===== config.mk =====
export PLATFORM = sky130hd
export DESIGN_NAME = scan_scheduler
export DESIGN_NICKNAME = d
export VERILOG_FILES = /design/src/rtl/scan_scheduler_pkg.sv /design/src/rtl/scan_xfer_arb.sv /design/src/rtl/scan_scheduler.sv
export SDC_FILE = /design/constraint.sdc
export NUM_CORES = 1
export LEC_CHECK = 0
export ABC_AREA = 1
export CORE_ASPECT_RATIO = 1.1
export CORE_UTILIZATION = 47
export DETAILED_ROUTE_END_ITERATION = 10
export PLACE_DENSITY = 0.74
export REMOVE_ABC_BUFFERS = 1
export SLEW_MARGIN = 20
export SYNTH_ARGS = -nofsm -noshare
export SYNTH_HDL_FRONTEND = slang
export SYNTH_HIERARCHICAL = 1
export SYNTH_SLANG_ARGS = --single-unit

===== constraint.sdc =====
create_clock -name clk -period 1.64 [get_ports clk]
set_input_delay 0.164 -clock clk [delete_from_list [all_inputs] [get_ports clk]]
set_output_delay 0.164 -clock clk [all_outputs]
set_load 0.005 [all_outputs]

===== src/rtl/scan_scheduler_pkg.sv =====
// Shared types and defaults for the dual-scanner ping-pong capture controller.
//   cap_state_e  : capture sequencer states (which buffer is currently filling)
//   xfer_state_e : CPU transfer arbiter states (which buffer is draining)
//   Def*         : default parameter values for scan_scheduler
package scan_scheduler_pkg;

  localparam int unsigned DefAddrW     = 4;
  localparam int unsigned DefFlushSelf = 9;
  localparam int unsigned DefFlushPeer = 4;

  // CapStopping is kept in the encoding so software-visible state maps stay
  // stable; the sequencer reaches IDLE directly on the final buffer-full.
  typedef enum logic [1:0] {
    CapIdle,
    CapScan1,
    CapScan2,
    CapStopping
  } cap_state_e;

  typedef enum logic [1:0] {
    XferIdle,
    XferBuf1,
    XferBuf2
  } xfer_state_e;

endpackage


===== src/rtl/scan_xfer_arb.sv =====
// Transfer arbiter for the single CPU drain path shared by two scanner buffers.
// Ports:
//   clk, rst               : clock, synchronous active-high reset
//   set1, set2             : one-cycle "buffer filled" events from the capture sequencer
//   cpu_ack                : CPU can accept a drain this cycle
//   addr1, addr2           : scanner buffer addresses (drain progress)
//   transfer1, transfer2   : registered drain enables
//   transfer1_next/2_next  : next-cycle drain enables (used to mask flush)
//   xfer_sel               : 0 = buffer 1 on the CPU path, 1 = buffer 2
//   overrun                : sticky, a buffer refilled before it was drained
module scan_xfer_arb
  import scan_scheduler_pkg::*;
#(
  parameter int unsigned ADDR_W = DefAddrW
) (
  input  logic              clk,
  input  logic              rst,
  input  logic              set1,
  input  logic              set2,
  input  logic              cpu_ack,
  input  logic [ADDR_W-1:0] addr1,
  input  logic [ADDR_W-1:0] addr2,
  output logic              transfer1,
  output logic              transfer2,
  output logic              transfer1_next,
  output logic              transfer2_next,
  output logic              xfer_sel,
  output logic              overrun
);

  xfer_state_e xstate_q, xstate_d;
  logic pend1_q, pend1_d, pend2_q, pend2_d;
  logic moved1_q, moved1_d, moved2_q, moved2_d;
  // Encoded like xfer_sel (1 = buffer 2); reset to 1 so buffer 1 wins the first tie.
  logic last_grant_q, last_grant_d;
  logic xfer_sel_q, xfer_sel_d;
  logic overrun_q, overrun_d;
  logic eff1, eff2, grant1, grant2;

  // A fill event arriving in the grant cycle is visible to the arbiter so the
  // drain can start without waiting for the pending flag to register.
  assign eff1 = pend1_q | set1;
  assign eff2 = pend2_q | set2;

  always_comb begin
    grant1 = 1'b0;
    grant2 = 1'b0;
    if (xstate_q == XferIdle && cpu_ack) begin
      if (eff1 && eff2) begin
        if (last_grant_q) grant1 = 1'b1;
        else              grant2 = 1'b1;
      end else if (eff1) begin
        grant1 = 1'b1;
      end else if (eff2) begin
        grant2 = 1'b1;
      end
    end
  end

  always_comb begin
    xstate_d     = xstate_q;
    moved1_d     = moved1_q;
    moved2_d     = moved2_q;
    last_grant_d = last_grant_q;
    xfer_sel_d   = xfer_sel_q;
    // A grant consumes the older pending fill; a simultaneous new fill survives.
    pend1_d      = grant1 ? (pend1_q & set1) : (pend1_q | set1);
    pend2_d      = grant2 ? (pend2_q & set2) : (pend2_q | set2);
    overrun_d    = overrun_q | (set1 & pend1_q) | (set2 & pend2_q);

    unique case (xstate_q)
      XferIdle: begin
        if (grant1) begin
          xstate_d     = XferBuf1;
          last_grant_d = 1'b0;
          xfer_sel_d   = 1'b0;
        end else if (grant2) begin
          xstate_d     = XferBuf2;
          last_grant_d = 1'b1;
          xfer_sel_d   = 1'b1;
        end
      end
      XferBuf1: begin
        // Address returns to 0 after wrapping; only count it once it has moved.
        if (addr1 != '0) begin
          moved1_d = 1'b1;
        end else if (moved1_q) begin
          moved1_d = 1'b0;
          xstate_d = XferIdle;
        end
      end
      XferBuf2: begin
        if (addr2 != '0) begin
          moved2_d = 1'b1;
        end else if (moved2_q) begin
          moved2_d = 1'b0;
          xstate_d = XferIdle;
        end
      end
      default: xstate_d = XferIdle;
    endcase
  end

  always_ff @(posedge clk) begin
    if (rst) begin
      xstate_q     <= XferIdle;
      pend1_q      <= 1'b0;
      pend2_q      <= 1'b0;
      moved1_q     <= 1'b0;
      moved2_q     <= 1'b0;
      last_grant_q <= 1'b1;
      xfer_sel_q   <= 1'b0;
      overrun_q    <= 1'b0;
    end else begin
      xstate_q     <= xstate_d;
      pend1_q      <= pend1_d;
      pend2_q      <= pend2_d;
      moved1_q     <= moved1_d;
      moved2_q     <= moved2_d;
      last_grant_q <= last_grant_d;
      xfer_sel_q   <= xfer_sel_d;
      overrun_q    <= overrun_d;
    end
  end

  assign transfer1      = (xstate_q == XferBuf1);
  assign transfer2      = (xstate_q == XferBuf2);
  assign transfer1_next = (xstate_d == XferBuf1);
  assign transfer2_next = (xstate_d == XferBuf2);
  assign xfer_sel       = xfer_sel_q;
  assign overrun        = overrun_q;

endmodule


===== src/rtl/scan_scheduler.sv =====
// Ping-pong capture controller for two scanner buffers: sequences which buffer
// fills, arbitrates the CPU drain path and raises flush requests from fill levels.
// Ports:
//   clk, rst               : clock, synchronous active-high reset
//   start_req, stop_req    : CPU capture start / stop-after-current-buffer requests
//   cpu_ack                : CPU can accept a buffer drain this cycle
//   ready1, ready2         : scanner buffer full (level)
//   addr1, addr2           : scanner current buffer address
//   start1, start2         : one-cycle start pulses to the scanners
//   transfer1, transfer2   : drain enables to the scanners
//   flush1, flush2         : flush requests (registered)
//   xfer_sel               : buffer on the CPU path (0 = 1, 1 = 2)
//   busy                   : capture sequence active
//   overrun                : sticky buffer-overrun flag
module scan_scheduler
  import scan_scheduler_pkg::*;
#(
  parameter int unsigned ADDR_W     = DefAddrW,
  parameter int unsigned FLUSH_SELF = DefFlushSelf,
  parameter int unsigned FLUSH_PEER = DefFlushPeer
) (
  input  logic              clk,
  input  logic              rst,
  input  logic              start_req,
  input  logic              stop_req,
  input  logic              cpu_ack,
  input  logic              ready1,
  input  logic              ready2,
  input  logic [ADDR_W-1:0] addr1,
  input  logic [ADDR_W-1:0] addr2,
  output logic              start1,
  output logic              start2,
  output logic              transfer1,
  output logic              transfer2,
  output logic              flush1,
  output logic              flush2,
  output logic              xfer_sel,
  output logic              busy,
  output logic              overrun
);

  localparam logic [ADDR_W-1:0] SelfThr = ADDR_W'(FLUSH_SELF);
  localparam logic [ADDR_W-1:0] PeerThr = ADDR_W'(FLUSH_PEER);

  cap_state_e cap_q, cap_d;
  logic stop_pend_q, stop_pend_d;
  logic start1_q, start1_d, start2_q, start2_d;
  logic ready1_q, ready2_q;
  logic flush1_q, flush2_q;
  logic rise1, rise2, stop_seen;
  logic set1, set2;
  logic transfer1_next, transfer2_next;

  assign rise1     = ready1 & ~ready1_q;
  assign rise2     = ready2 & ~ready2_q;
  // A stop arriving in the same cycle as the buffer-full still ends capture.
  assign stop_seen = stop_pend_q | stop_req;

  always_comb begin
    cap_d       = cap_q;
    stop_pend_d = stop_pend_q;
    start1_d    = 1'b0;
    start2_d    = 1'b0;
    set1        = 1'b0;
    set2        = 1'b0;
    unique case (cap_q)
      CapIdle: begin
        stop_pend_d = 1'b0;
        if (start_req) begin
          cap_d    = CapScan1;
          start1_d = 1'b1;
        end
      end
      CapScan1: begin
        if (stop_req) stop_pend_d = 1'b1;
        if (rise1) begin
          set1 = 1'b1;
          if (stop_seen) begin
            cap_d       = CapIdle;
            stop_pend_d = 1'b0;
          end else begin
            cap_d    = CapScan2;
            start2_d = 1'b1;
          end
        end
      end
      CapScan2: begin
        if (stop_req) stop_pend_d = 1'b1;
        if (rise2) begin
          set2 = 1'b1;
          if (stop_seen) begin
            cap_d       = CapIdle;
            stop_pend_d = 1'b0;
          end else begin
            cap_d    = CapScan1;
            start1_d = 1'b1;
          end
        end
      end
      default: begin
        cap_d       = CapIdle;
        stop_pend_d = 1'b0;
      end
    endcase
  end

  always_ff @(posedge clk) begin
    if (rst) begin
      cap_q       <= CapIdle;
      stop_pend_q <= 1'b0;
      start1_q    <= 1'b0;
      start2_q    <= 1'b0;
      ready1_q    <= 1'b0;
      ready2_q    <= 1'b0;
      flush1_q    <= 1'b0;
      flush2_q    <= 1'b0;
    end else begin
      cap_q       <= cap_d;
      stop_pend_q <= stop_pend_d;
      start1_q    <= start1_d;
      start2_q    <= start2_d;
      ready1_q    <= ready1;
      ready2_q    <= ready2;
      // Masked with the next-cycle drain enable so flush and transfer on the
      // same buffer are never high together, including the grant cycle.
      flush1_q    <= (addr1 >= SelfThr) && (addr2 >= PeerThr) && !transfer1_next;
      flush2_q    <= (addr2 >= SelfThr) && (addr1 >= PeerThr) && !transfer2_next;
    end
  end

  scan_xfer_arb #(
    .ADDR_W(ADDR_W)
  ) u_arb (
    .clk            (clk),
    .rst            (rst),
    .set1           (set1),
    .set2           (set2),
    .cpu_ack        (cpu_ack),
    .addr1          (addr1),
    .addr2          (addr2),
    .transfer1      (transfer1),
    .transfer2      (transfer2),
    .transfer1_next (transfer1_next),
    .transfer2_next (transfer2_next),
    .xfer_sel       (xfer_sel),
    .overrun        (overrun)
  );

  assign start1 = start1_q;
  assign start2 = start2_q;
  assign flush1 = flush1_q;
  assign flush2 = flush2_q;
  assign busy   = (cap_q != CapIdle);

endmodule


==> run metrics, run 1 <==
Mapped Cells 120; prevailing post-synth register cell dfxtp_1; Initial DRC Count 9; die width 44.7 um; worst hold path type in -> reg; WS Path Type reg -> reg; Post-synth EDFFs 0; list of most frequent post-synthesis cells nand2_1 (21), dfxtp_1 (18), inv_1 (16); Final Hold Fails 0; Die ar. 2190 um2; WHS Path Cells 3; DP HPWL 1450 um; RePlAce Congestion 0.835; Max Slew Vio Count 0; fraction of layout cells with a size suffix above 1 0.247; first-pass GRT wire length 3200 um; Hold Path End ready1_q; Core ar. 1840 um2; clock sink count 18; routed wire length 1860 um; area fraction of the dominant cell type after synthesis 0.382; Period Utilization, post-route 0.951; Clock Skews 0.00130 ns; initial antenna violation count 0; Root Driver clkbuf_4; Die H 49.0 um; setup TNS 0 ns; Final Critical Period 1.56 ns; # DRC 0; row count 16; synthesized area 943 um2; CTS Buffer Depth 2; Worst Path Arrival 1.78 ns; Area growth syn-to-layout 34.6%; largest net degree at the start of global routing 10; Net count, final 171; outcome finished clean; vias per std cell 4.69; ys async rst share 0; drt wl/cell 10.5 um; Tot Pwr 0.00144 W; cell taking the most area after synthesis dfxtp_1; gr ovfl total 0; Placed Cells 172; power density cells 1130 nW/um2; IO Pins 24; worst vdd ir 588 uV; biggest regs cap_q x2, u_arb/xstate_q x2; Ant. Diodes 0; input/output buffers 23; Reg-to-Reg Start cap_q[0]; top cells by area, synth dfxtp_1 (38%), nand2_1 (8.4%), inv_1 (6.4%); Max-slew headroom 0.767; LEAKAGE 0.580 nW; All-Layer GR Usage 0.197; CTS Buf Count 3; fraction of the yosys area taken by sequential cells 0.382; H-tree Lvls 1; WP data required 1.86 ns; Clk Latency, worst-skew pair 0.28 ns; count of max-cap constraint violations 0; Final setup viols 0; Hold Crit Start ready1; register clock-pin slew on the reported worst setup and hold paths 0.10 ns; reg2reg path depth 10; CP Launch Type register; Crit. End Element register; reg2reg end flush1; Yosys reg bits 18; Achievable Freq 641 MHz; most frequent cell after synthesis nand2_1; CTS tree yes; Slew @ Worst Pin 0.349 ns; CP max FO 4; initial cell density of the core 0.512; post-route antenna net violation count 0; RSZ-0062 raised after global routing false; flop-to-flop setup slack 0.08 ns; post-route insts no fill 177; Distinct cells, synth 25; vias in the first global route 811; Ys Warns 6; DR pass1 iterations 4; Syn Area/Cell 7.86 um2; DR vias 830
==> cells by family after synthesis <==
kind of cell | share of synthesized area
buffers and inverters | 0.126
adders and majority gates | 0.0531
AOI/OAI and AO/OA | 0.0888
and+or+nand+nor | 0.350
DFF | 0.382
==> worst max-delay path, cell delays in order, from the launching register on <==
cell and delay, ns:
dfxtp_2 0.33, bufinv_8 0.17, ha_1 0.18, inv_1 0.06
nor2_2 0.13, inv_2 0.04, nand2_2 0.10, nand2_1 0.10
nand3_2 0.13, nand2_1 0.06, nor3_1 0.18
==> cells in the final DEF (no fill, tap or decap), types with 2 or more instances in the layout <==
cell type	instances
a21oi_1	7
buf_4	4
bufinv_8	2
clkbuf_4	3
clkdlybuf4s50_1	22
dfxtp_1	15
dfxtp_2	3
ha_1	3
inv_1	15
inv_2	6
nand2_1	21
nand2_2	3
nand2_4	2
nand3_1	6
nand3_4	2
nor2_1	10
nor2_2	5
nor3_1	4
o211ai_1	2
o21ai_0	3
o21ai_1	2
==> timing repair <==
item / CTS / global route
setup buffers: 2 / 0
hold buffers: 0 / 0
endpoints found under the hold margin: 0 / 0
setup endpoints to repair: 1 / 3
gates resized for setup: 4 / 4
==> routing by layer <==
metal | GRT usage | vias up | routed length, um
met4 | 0.0909 | 0 | 14
met2 | 0.358 | 21 | 994
met3 | 0.0222 | 2 | 68
met1 | 0.218 | 369 | 779
met5 | 0 | - | 0
li1 | - | 438 | -
==> worst max-delay path by stage <==
stage | depth (start not counted) | end | slack (ns) | startpoint
2_1_floorplan | 8 | flush1 | 0.16 | cap_q[1]
3_3_place_gp | 9 | flush1 | 0.1 | ready2
3_5_place_dp | 9 | flush1 | 0.04 | ready2
4_1_cts | 3 | transfer1 | 0.06 | u_arb/xstate_q[0]
5_1_grt | 3 | transfer2 | 0.003 | u_arb/xstate_q[1]
6_report | 10 | flush1 | 0.08 | cap_q[0]
==> power breakdown <==
| group | switching (W) | internal [W] |
|---|---|---|
| logic | 0.000322 | 0.000361 |
| registers | 0.0000329 | 0.000506 |
| clock network | 0.000133 | 0.0000852 |
==> final cells by class <==
type | count | area, um2
fill | 168 | 572
multi-input combinational | 78 | 472
sequential | 18 | 364
timing repair buffer | 27 | 259
inverter | 24 | 119
tap | 27 | 33.8
clock buffer | 3 | 22.5
==> per-stage QoR <==
step                utilization  setup WS, ns  hold slack (ns)  instance area (um2)
floorplan                     -         0.162            0.226                  943
global placement          0.664        0.0962            0.457                 1220
detailed placement        0.664        0.0385            0.456                 1220
CTS                       0.686        0.0570            0.420                 1260
global route              0.690       0.00314            0.457                 1270
finish                    0.690        0.0797            0.419                 1270
(Power assumes the default switching activity.)
==> inputs of run 2 (changes only) <==
--- a/config.mk
+++ b/config.mk
@@ -9,10 +9,9 @@
 export CORE_ASPECT_RATIO = 1.1
 export CORE_UTILIZATION = 47
 export DETAILED_ROUTE_END_ITERATION = 10
-export PLACE_DENSITY = 0.74
+export PLACE_DENSITY = 0.75
 export REMOVE_ABC_BUFFERS = 1
 export SLEW_MARGIN = 20
 export SYNTH_ARGS = -nofsm -noshare
 export SYNTH_HDL_FRONTEND = slang
-export SYNTH_HIERARCHICAL = 1
 export SYNTH_SLANG_ARGS = --single-unit
==> run metrics, run 2 <==
fraction of the yosys area taken by sequential cells 0.395 (+0.0126); CTS Buffer Depth 2 (unchanged); Initial DRC Count 25 (+16); worst path cell trace inv_2 > nor2_2 > clkdlybuf4s50_1; # DRC 0 (unchanged); H-tree Lvls 1 (unchanged); Hold Crit Start addr1[3]; top cells by area, synth dfxtp_1 (39%), nand2_1 (11%), inv_1 (8.6%); placed cell area 1170 um2 (-4.3%); register clock-pin slew on the reported worst setup and hold paths 0.11 ns (about the same); Hold Path End flush1; combinational fraction of design power 0.488 (+0.014); DP HPWL 1380 um (-4.9%); most frequent cells in the layout nand2_1 (27), clkdlybuf4s50_1 (22), inv_1 (20); flop-to-flop setup slack 0.22 ns (+0.14 ns); worst hold path type in -> reg; drt wl/cell 10.7 um (+1.7%); WS Path Type reg -> out; reg2reg end cap_q[0]; switching power 0.000635 W (+30%); cell taking the most area after synthesis dfxtp_1; Die ar. 2120 um2 (-3.0%); Max Slew Vio Count 0 (unchanged); Final setup viols 0 (unchanged); gr ovfl total 0 (unchanged); Clock Skews 0.00510 ns (+0.00380 ns); Mapped Cells 130 (+8.3%); area of the multi-input gates 450 um2 (-4.5%); Post-synth EDFFs 0 (unchanged); Final Critical Period 1.51 ns (-0.0497 ns); Crit. End Element primary output; post-route antenna net violation count 0 (unchanged); Die H 48.2 um (-1.5%); CTS Buf Count 3 (unchanged); Max-slew headroom 0.814 (+0.0471); row count 16 (unchanged); RSZ-0062 raised after global routing false; Period Utilization, post-route 0.921 (-0.0303); setup TNS 0 ns (unchanged); ys async rst share 0 (unchanged); biggest regs cap_q x2, u_arb.xstate_q x2; CTS tree yes; WP data required 1.48 ns (-0.38 ns); most common cell after layout, fill and taps aside nand2_1; LEAKAGE 0.610 nW (+5.2%); RePlAce Congestion 0.886 (+6.1%); Clock power frac 0.162 (+0.010); sw frac 0.374 (+0.0355); power density cells 1360 nW/um2 (+20%); IO Pins 24 (unchanged); list of most frequent post-synthesis cells nand2_1 (27), inv_1 (21), dfxtp_1 (18); reg2reg path depth 9 (-1); crit path buf inv count 2 (-1); clock sink count 18 (unchanged); die width 44.0 um (-1.5%); Achievable Freq 662 MHz (+3.3%); CP max FO 3 (-1); Slew @ Worst Pin 0.278 ns (-0.0707 ns); # fillers 152 (-9.5%); outcome finished clean; Tot Pwr 0.00170 W (+18%); Area growth syn-to-layout 36.4%; largest net degree at the start of global routing 11 (+1); most frequent cell after synthesis nand2_1; Reg-to-Reg Start cap_q[1]; All-Layer GR Usage 0.200 (+0.00344); Ys Warns 0 (-6); sequential fraction of design power 0.350 (-0.024); DR vias 858 (+3.4%); Final Hold Fails 0 (unchanged); register cell area after layout 365 um2 (+0.34%); synthesized area 913 um2 (-3.2%); Clk Latency, worst-skew pair 0.30 ns (+0.02 ns); worst vdd ir 1060 uV (+79%); Distinct cells, synth 20 (-20%); WHS Path Cells 3 (unchanged); Design Area, Final 1250 um2 (-1.9%); Crit path max-delay family buffers and inverters; initial cell density of the core 0.507 (-0.00528); Ant. Diodes 0 (unchanged); Slowest-stage cell, CP clkdlybuf4s50_1; first-pass GRT wire length 3030 um (-5.4%); Net count, final 181 (+5.8%); Root Driver clkbuf_4; area fraction of the dominant cell type after synthesis 0.395 (+0.0126); input/output buffers 23 (unchanged); Syn Area/Cell 7.03 um2 (-11%); DR pass1 iterations 6 (+2); CP Launch Type register; Core ar. 1800 um2 (-2.2%); prevailing post-synth register cell dfxtp_1; count of max-cap constraint violations 0 (unchanged); initial antenna violation count 0 (unchanged); slowest stage delay, CP 0.52 ns (+0.19 ns); Yosys reg bits 18 (unchanged); routed wire length 1910 um (+2.8%); fraction of layout cells with a size suffix above 1 0.217 (-0.0293); fin util 0.692 (+0.00213); Internal Pwr Total 0.00106 W (+11%); Worst Path Arrival 1.35 ns (-0.43 ns); vias in the first global route 786 (-3.1%); Fin Hold WS 0.445 ns (+0.0263 ns); vias per std cell 4.79 (+2.2%)
[run 2: timing repair]
item                       in CTS  in global routing
pin swaps                       0                  1
gates resized for setup         4                  3
hold endpoints to repair        0                  0
hold buffers                    0                  0
setup endpoints to repair       1                  3
setup buffers                   2                  2
[run 2: metal layers]
layer / routed length (um) / part of all wire / GRT usage / vias up
met1: 857 / 0.45 / 0.227 / 367
met2: 932 / 0.49 / 0.353 / 27
li1: - / - / - / 462
met3: 103 / 0.054 / 0.0481 / 2
met4: 14 / 0.0073 / 0.109 / 0
met5: 0 / 0 / 0 / -
[run 2: cells by family after synthesis]
kind of cell | share of synthesized area
fa+ha+maj | 0.0548
flops | 0.395
buf+inv | 0.115
compound gates | 0.0822
simple gates | 0.353
[run 2: area by class of cell]
class                   instances  area share
well taps                      18      0.0181
repair buffers                 28       0.217
inverters                      27      0.0813
clock buffers                   4      0.0291
multi-input cells              84       0.361
flip-flops and latches         18       0.293
[run 2: power by group through the flow]
stage,Combinational [W],Clock (W),Sequential [W]
final,0.000827,0.000275,0.000593
after global routing,0.000936,0.000301,0.000603
after CTS,0.000770,0.000282,0.000586
after detailed placement,0.000716,0,0.000601
after global placement,0.000703,0,0.000597
after floorplan,0.000484,0,0.000595
[run 2: worst max path at each step]
stage	startpoint	end	slack, ns	depth (start not counted)
floorplan	cap_q[0]	flush2	0.46	9
global placement	cap_q[0]	busy	0.29	4
detailed placement	cap_q[0]	busy	0.23	4
CTS	cap_q[0]	busy	0.04	4
global route	u_arb.xstate_q[1]	transfer2	0.03	3
finish	u_arb.xstate_q[1]	transfer2	0.13	3
[run 2: per-stage QoR]
step / setup WS (ns) / instances
finish: 0.129 / 179
global route: 0.0250 / 179
CTS: 0.0371 / 177
detailed placement: 0.232 / 171
global placement: 0.293 / 171
floorplan: 0.463 / 129
[run 2: worst reg2reg max path, delay by kind of cell (launching register included)]
kind          cells  cell delay, ns
simple gates      6            0.50
flops             1            0.33
buf+inv           2            0.25
fa+ha+maj         1            0.25
==> inputs of run 3 (changes only) <==
--- a/config.mk
+++ b/config.mk
@@ -9,9 +9,10 @@
 export CORE_ASPECT_RATIO = 1.1
 export CORE_UTILIZATION = 47
 export DETAILED_ROUTE_END_ITERATION = 10
-export PLACE_DENSITY = 0.75
+export PLACE_DENSITY = 0.74
 export REMOVE_ABC_BUFFERS = 1
 export SLEW_MARGIN = 20
 export SYNTH_ARGS = -nofsm -noshare
 export SYNTH_HDL_FRONTEND = slang
+export SYNTH_HIERARCHICAL = 1
 export SYNTH_SLANG_ARGS = --single-unit
==> results of run 3 <==
Final layout, timing and power as in run 1 (identical DEF).
